`config.mk`:
```
export PLATFORM = sky130hd
export DESIGN_NAME = imem_loader
export DESIGN_NICKNAME = d
export VERILOG_FILES = /design/src/rtl/imem_loader.sv
export SDC_FILE = /design/constraint.sdc
export NUM_CORES = 1
export LEC_CHECK = 0
export ABC_CLOCK_PERIOD_IN_PS = 1900
export CELL_PAD_IN_SITES_DETAIL_PLACEMENT = 1
export CELL_PAD_IN_SITES_GLOBAL_PLACEMENT = 1
export CORE_MARGIN = 10
export CORE_UTILIZATION = 45
export CTS_CLUSTER_DIAMETER = 30
export DETAILED_ROUTE_END_ITERATION = 8
export DONT_BUFFER_PORTS = 1
export GPL_TIMING_DRIVEN = 0
export PLACE_DENSITY = 0.77
export SLEW_MARGIN = 20
export SYNTH_ARGS = -nofsm -noshare
export SYNTH_HDL_FRONTEND = slang
export SYNTH_SLANG_ARGS = --single-unit
```
`constraint.sdc`:
```
create_clock -name Clk -period 1.9 [get_ports Clk]
set_input_delay 0.19 -clock Clk [delete_from_list [all_inputs] [get_ports Clk]]
set_output_delay 0.19 -clock Clk [all_outputs]
set_load 0.01 [all_outputs]
```
`src/rtl/imem_loader.sv`:
```
// Instruction-cache fill engine: packs a byte stream into 39-bit words, writes them
// to consecutive cache addresses from 0, and holds the core in reset while loading.
module imem_loader #(
  parameter int IW    = 39,
  parameter int AW    = 6,
  parameter int DEPTH = 64
) (
  input  logic          Clk,
  input  logic          Rst,
  input  logic          Start,
  input  logic [6:0]    Word_Count,
  input  logic          Byte_Valid,
  input  logic [7:0]    Byte_Data,
  output logic          Byte_Ready,
  output logic          Wr_En,
  output logic [AW-1:0] Wr_Addr,
  output logic [IW-1:0] Wr_Data,
  output logic          Core_Rst_N,
  output logic          Busy,
  output logic          Done,
  output logic          Err
);

  localparam logic [6:0] MAX_WORDS = 7'(DEPTH);

  typedef enum logic [1:0] {S_IDLE, S_RECV, S_WRITE, S_DONE} state_t;

  state_t        state, state_nx;
  logic [2:0]    byte_idx, byte_idx_nx;
  logic [31:0]   buf_q, buf_nx;
  logic [AW-1:0] addr, addr_nx;
  logic [6:0]    cnt, cnt_nx;
  logic [6:0]    word_cnt, word_cnt_nx;
  logic [6:0]    cnt_clamped;

  logic          ready_nx, wr_en_nx, core_rst_n_nx, busy_nx, done_nx, err_nx;
  logic [AW-1:0] wr_addr_nx;
  logic [IW-1:0] wr_data_nx;

  assign cnt_clamped = (Word_Count > MAX_WORDS) ? MAX_WORDS : Word_Count;

  always_ff @(posedge Clk or negedge Rst) begin
    if (!Rst) begin
      state      <= S_IDLE;
      byte_idx   <= '0;
      buf_q      <= '0;
      addr       <= '0;
      cnt        <= '0;
      word_cnt   <= '0;
      Byte_Ready <= 1'b0;
      Wr_En      <= 1'b0;
      Wr_Addr    <= '0;
      Wr_Data    <= '0;
      Core_Rst_N <= 1'b1;
      Busy       <= 1'b0;
      Done       <= 1'b0;
      Err        <= 1'b0;
    end else begin
      state      <= state_nx;
      byte_idx   <= byte_idx_nx;
      buf_q      <= buf_nx;
      addr       <= addr_nx;
      cnt        <= cnt_nx;
      word_cnt   <= word_cnt_nx;
      Byte_Ready <= ready_nx;
      Wr_En      <= wr_en_nx;
      Wr_Addr    <= wr_addr_nx;
      Wr_Data    <= wr_data_nx;
      Core_Rst_N <= core_rst_n_nx;
      Busy       <= busy_nx;
      Done       <= done_nx;
      Err        <= err_nx;
    end
  end

  // Every output is computed one cycle ahead so the registered copy lines up with the state.
  always_comb begin
    state_nx      = state;
    byte_idx_nx   = byte_idx;
    buf_nx        = buf_q;
    addr_nx       = addr;
    cnt_nx        = cnt;
    word_cnt_nx   = word_cnt;
    wr_en_nx      = 1'b0;
    wr_addr_nx    = Wr_Addr;
    wr_data_nx    = Wr_Data;
    core_rst_n_nx = Core_Rst_N;
    busy_nx       = Busy;
    done_nx       = 1'b0;
    err_nx        = Err;

    case (state)
      S_IDLE: begin
        if (Start) begin
          cnt_nx      = cnt_clamped;
          err_nx      = 1'b0;
          word_cnt_nx = '0;
          if (cnt_clamped == 7'd0) begin
            state_nx      = S_DONE;
            done_nx       = 1'b1;
            busy_nx       = 1'b0;
            core_rst_n_nx = 1'b1;
          end else begin
            state_nx      = S_RECV;
            addr_nx       = '0;
            wr_addr_nx    = '0;
            byte_idx_nx   = '0;
            busy_nx       = 1'b1;
            core_rst_n_nx = 1'b0;
          end
        end
      end

      S_RECV: begin
        if (Byte_Valid && Byte_Ready) begin
          if (byte_idx == 3'd4) begin
            byte_idx_nx = '0;
            // A set top bit on the last byte marks a corrupt word; drop it and resync.
            if (Byte_Data[7]) begin
              err_nx = 1'b1;
            end else begin
              state_nx   = S_WRITE;
              wr_en_nx   = 1'b1;
              wr_addr_nx = addr;
              wr_data_nx = IW'({Byte_Data[6:0], buf_q});
            end
          end else begin
            buf_nx[{byte_idx[1:0], 3'b000} +: 8] = Byte_Data;
            byte_idx_nx = byte_idx + 3'd1;
          end
        end
      end

      S_WRITE: begin
        addr_nx     = addr + AW'(1);
        word_cnt_nx = word_cnt + 7'd1;
        if (word_cnt + 7'd1 == cnt) begin
          state_nx      = S_DONE;
          done_nx       = 1'b1;
          busy_nx       = 1'b0;
          core_rst_n_nx = 1'b1;
        end else begin
          state_nx = S_RECV;
        end
      end

      S_DONE: begin
        state_nx = S_IDLE;
      end

      default: begin
        state_nx = S_IDLE;
      end
    endcase

    ready_nx = (state_nx == S_RECV);
  end

endmodule

```
==> results.yml <==
die:
  die_x_um: 120.0
  fp-row-count: 36
  die_area_um2: 14410
  io_pins: 70
  core_area_um2: 9774
  dieHeight_um: 120.0
  start_util_pct: 46.07
finish:
  finalNonFillerCells: 552
  fin_nets: 440
  stdcell_area_um2: 5507
  drive_gt1_share_pct: 28.40
  antenna_cells: 0
  syn2layout_area_growth_pct: 22.28
yosys:
  yosysMostFrequentCell: "dfrtp_1"
  syn-cell-area_um2: 4503
  ys_types: 40
  ys_seq_area_share_pct: 60.04
  yosysWarnings: 0
  synthCells: 361
  synthTopCellsByCount: "107 x dfrtp_1, 43 x mux2_2, 42 x nand2_1, 34 x a22o_1, 22 x o21ai_0"
  synth_nets: 387
  async_reset_ff_share_pct: 100.0
  syn_avg_cell_area_um2: 12.47
  synth_edf_count: 0
  synth_top_area_share_pct: 59.46
  synth_seq_cells: 108
  ys.flop_type: "dfrtp_1"
  synth_top_area_cell: "dfrtp_1"
  synth.area.top_cells: "dfrtp_1 59%, mux2_2 11%, a22o_1 6.6%"
power:
  p_sw_share_pct: 34.75
  power_mw: 6.730
  irDropWorstVdd_mv: 0.6001
  switching_power_mw: 2.339
  p_seq_share_pct: 51.8
  p_int_mw: 4.391
  p_clk_share_pct: 19.9
  leakagePower_nw: 2.596
  p_per_area_nw_per_um2: 1222
  p_comb_share_pct: 28.3
worst_setup_path:
  cpMaxStageDelayCell: "or4_4"
  reg2reg_from: "word_cnt[0]"
  worstSetupEndpoint: "Busy"
  crit_start: "word_cnt[0]"
  r2r_end: "Busy"
  r2r_cells: 7
  arrival_ns: 2.19
  worstSetupPathType: "flop to flop"
  crit_top_cell: "buf_4"
  cp_max_fo: 5
  cp_top_family: "simple AND/OR/NAND/NOR gates"
  cp_slowest_stage_delay_ns: 0.57
  path_cells: "buf_4 -> buf_4 -> and3_4 -> nand3_2 -> xnor2_1 -> or4_4 -> a31o_1"
  required_ns: 2.16
  r2r_setup_slack_ns: -0.03
  critPathCaptureType: "flop"
  start_kind: "flop"
  path_depth: 7
  cp_num_buf_inv: 2
clock_tree:
  clkSinkCount: 108
  clock_latency_ns: 0.37
  cts_tree: "yes"
  htree_levels: 3
  clkSlewWorstSetupHoldPaths_ns: 0.11
  cts_max_path_buffers: 2
  cts_buffers: 9
  cts_root_buf: "clkbuf_8"
  holdBufCountCts: 20
sta:
  max_freq_ghz: 0.5170
  rsz0062_at_grt: "yes"
  fin_crit_ns: 1.934
  worst_pin_slew_ns: 0.6496
  hold_ws_ns: -0.5023
  finalSetupTns_ns: -0.1235
  slew_violations: 0
  hold_viol: 108
  finalSetupViolCount: 13
  fin_crit_sh_pct: 101.8
  fin_skew_ns: 0.01492
  slew_headroom_pct: 56.45
  fin_ws_ns: -0.03427
min_path:
  hp-class: "input port to asynchronous set/reset pin"
place:
  pre_cts_slack_ns: -0.2786
  gp_congestion: 0.7824
  post-dp-hpwl_um: 7520
  placedInstanceArea_um2: 4683
  io_buffers: 0
  dpl.cell_count: 494
run:
  maxCapViolations: 0
grt:
  antenna_found_initial: 0
  grt_use_total_pct: 15.82
  grt_pass1_vias: 3349
  overflow: 0
  grt_pass1_wl_um: 18260
  grt_max_degree: 109
detailed_routing:
  ant_nets: 0
  routed_wl_um: 12080
  viasPerCell: 5.601
  dr.pass1.iters: 4
  drc: 0
  drt_iter0_drc: 176
  wl_per_cell_um: 21.88
  dr_total_vias: 3092
status:
  violations: "hold timing, setup timing"
  status: "complete, but fails checks"
## cell families (layout without fill, tap and decap cells)
logic type,count (synthesis),count (layout),share of synthesized area [%]
buffers and inverters,21,79,2.223
multiplexers,46,46,11.42
AO/OA/AOI/OAI,74,74,12.00
XOR/XNOR,12,12,2.334
AND/OR/NAND/NOR,93,93,10.03
flip-flops,108,108,60.04
adder cells (fa/ha/maj),7,7,1.945
## through the flow
step	hold WS (ns)	utilization (%)
6_report	-0.5023	56.34
5_1_grt	-0.5237	56.34
4_1_cts	-0.5100	52.91
3_5_place_dp	-0.1021	47.91
3_3_place_gp	-0.1013	47.91
2_1_floorplan	-0.1056	-
## final cells by class
cell class	instances	area, um^2
fillers	980	4268
flip-flops and latches	108	2708
multi-input cells	232	1899
repair buffers	42	407.9
well taps	133	166.4
clock buffers	10	127.6
plain buffers	13	107.6
clock inverters	6	57.56
inverters	8	32.53
## flip-flops by register name (all words and copies together), names as in the netlist
register,cells
Busy,1
Byte_Ready,1
Core_Rst_N,1
Done,1
Err,1
Wr_Addr,6
Wr_Data,39
Wr_En,1
addr,6
buf_q,32
byte_idx,3
cnt,7
state,2
word_cnt,7
## power by group through the flow
stage	registers [mW]	clock network (mW)	logic, mW
final	3.49	1.34	1.90
after global routing	3.58	1.46	2.09
after CTS	3.47	1.36	1.56
after detailed placement	3.54	0	1.36
after global placement	3.49	0	1.27
after floorplan	3.35	0	1.09
## repair_timing
| item | 4_1_cts | 5_1_grt |
|---|---|---|
| cloned | 0 | 2 |
| setup buffers | 7 | 13 |
| pin swaps | 5 | 6 |
| endpoints found under the setup margin | 82 | 67 |
| resized for setup | 12 | 49 |
| hold endpoints to repair | 154 | 108 |
## per-layer routing
metal | up-vias | wire [um] | global-route usage [%]
li1 | 1405 | - | -
met1 | 1607 | 4993 | 18.43
met2 | 68 | 6146 | 26.72
met3 | 12 | 810 | 5.532
met4 | 0 | 130 | 5.128
met5 | - | 0 | 0
## how the worst min path moves through the flow
stage / depth (start not counted) / end
after floorplan: 0 / Busy
after global placement: 0 / Wr_Data[19]
after detailed placement: 0 / Wr_Data[16]
after CTS: 0 / Wr_Data[16]
after global routing: 0 / Wr_Data[16]
final: 0 / Wr_Data[16]
## cells in the final DEF, fill, tap and decap left out, types with 3 or more instances in the layout
cell | Yosys | routed
dfrtp_1 | 107 | 104
nand2_1 | 42 | 37
a22o_1 | 34 | 34
o21ai_0 | 22 | 22
mux2_2 | 43 | 22
mux2_4 | 0 | 21
buf_4 | 4 | 20
dlygate4sd3_1 | 0 | 20
nor2_1 | 15 | 13
clkbuf_8 | 0 | 9
xnor2_1 | 8 | 8
nand2b_1 | 10 | 7
inv_1 | 8 | 6
nand4_1 | 5 | 5
ha_1 | 7 | 5
xor2_1 | 4 | 4
nand3_1 | 6 | 4
nand2_2 | 0 | 4
a21o_1 | 4 | 4
clkbuf_1 | 4 | 4
clkinv_4 | 0 | 4
nand3_2 | 1 | 3
buf_8 | 0 | 3
nor3_1 | 4 | 3
a211oi_1 | 3 | 3
mux2i_1 | 3 | 3
dfrtp_2 | 0 | 3
Note: power is estimated with default switching activity, not from simulation.
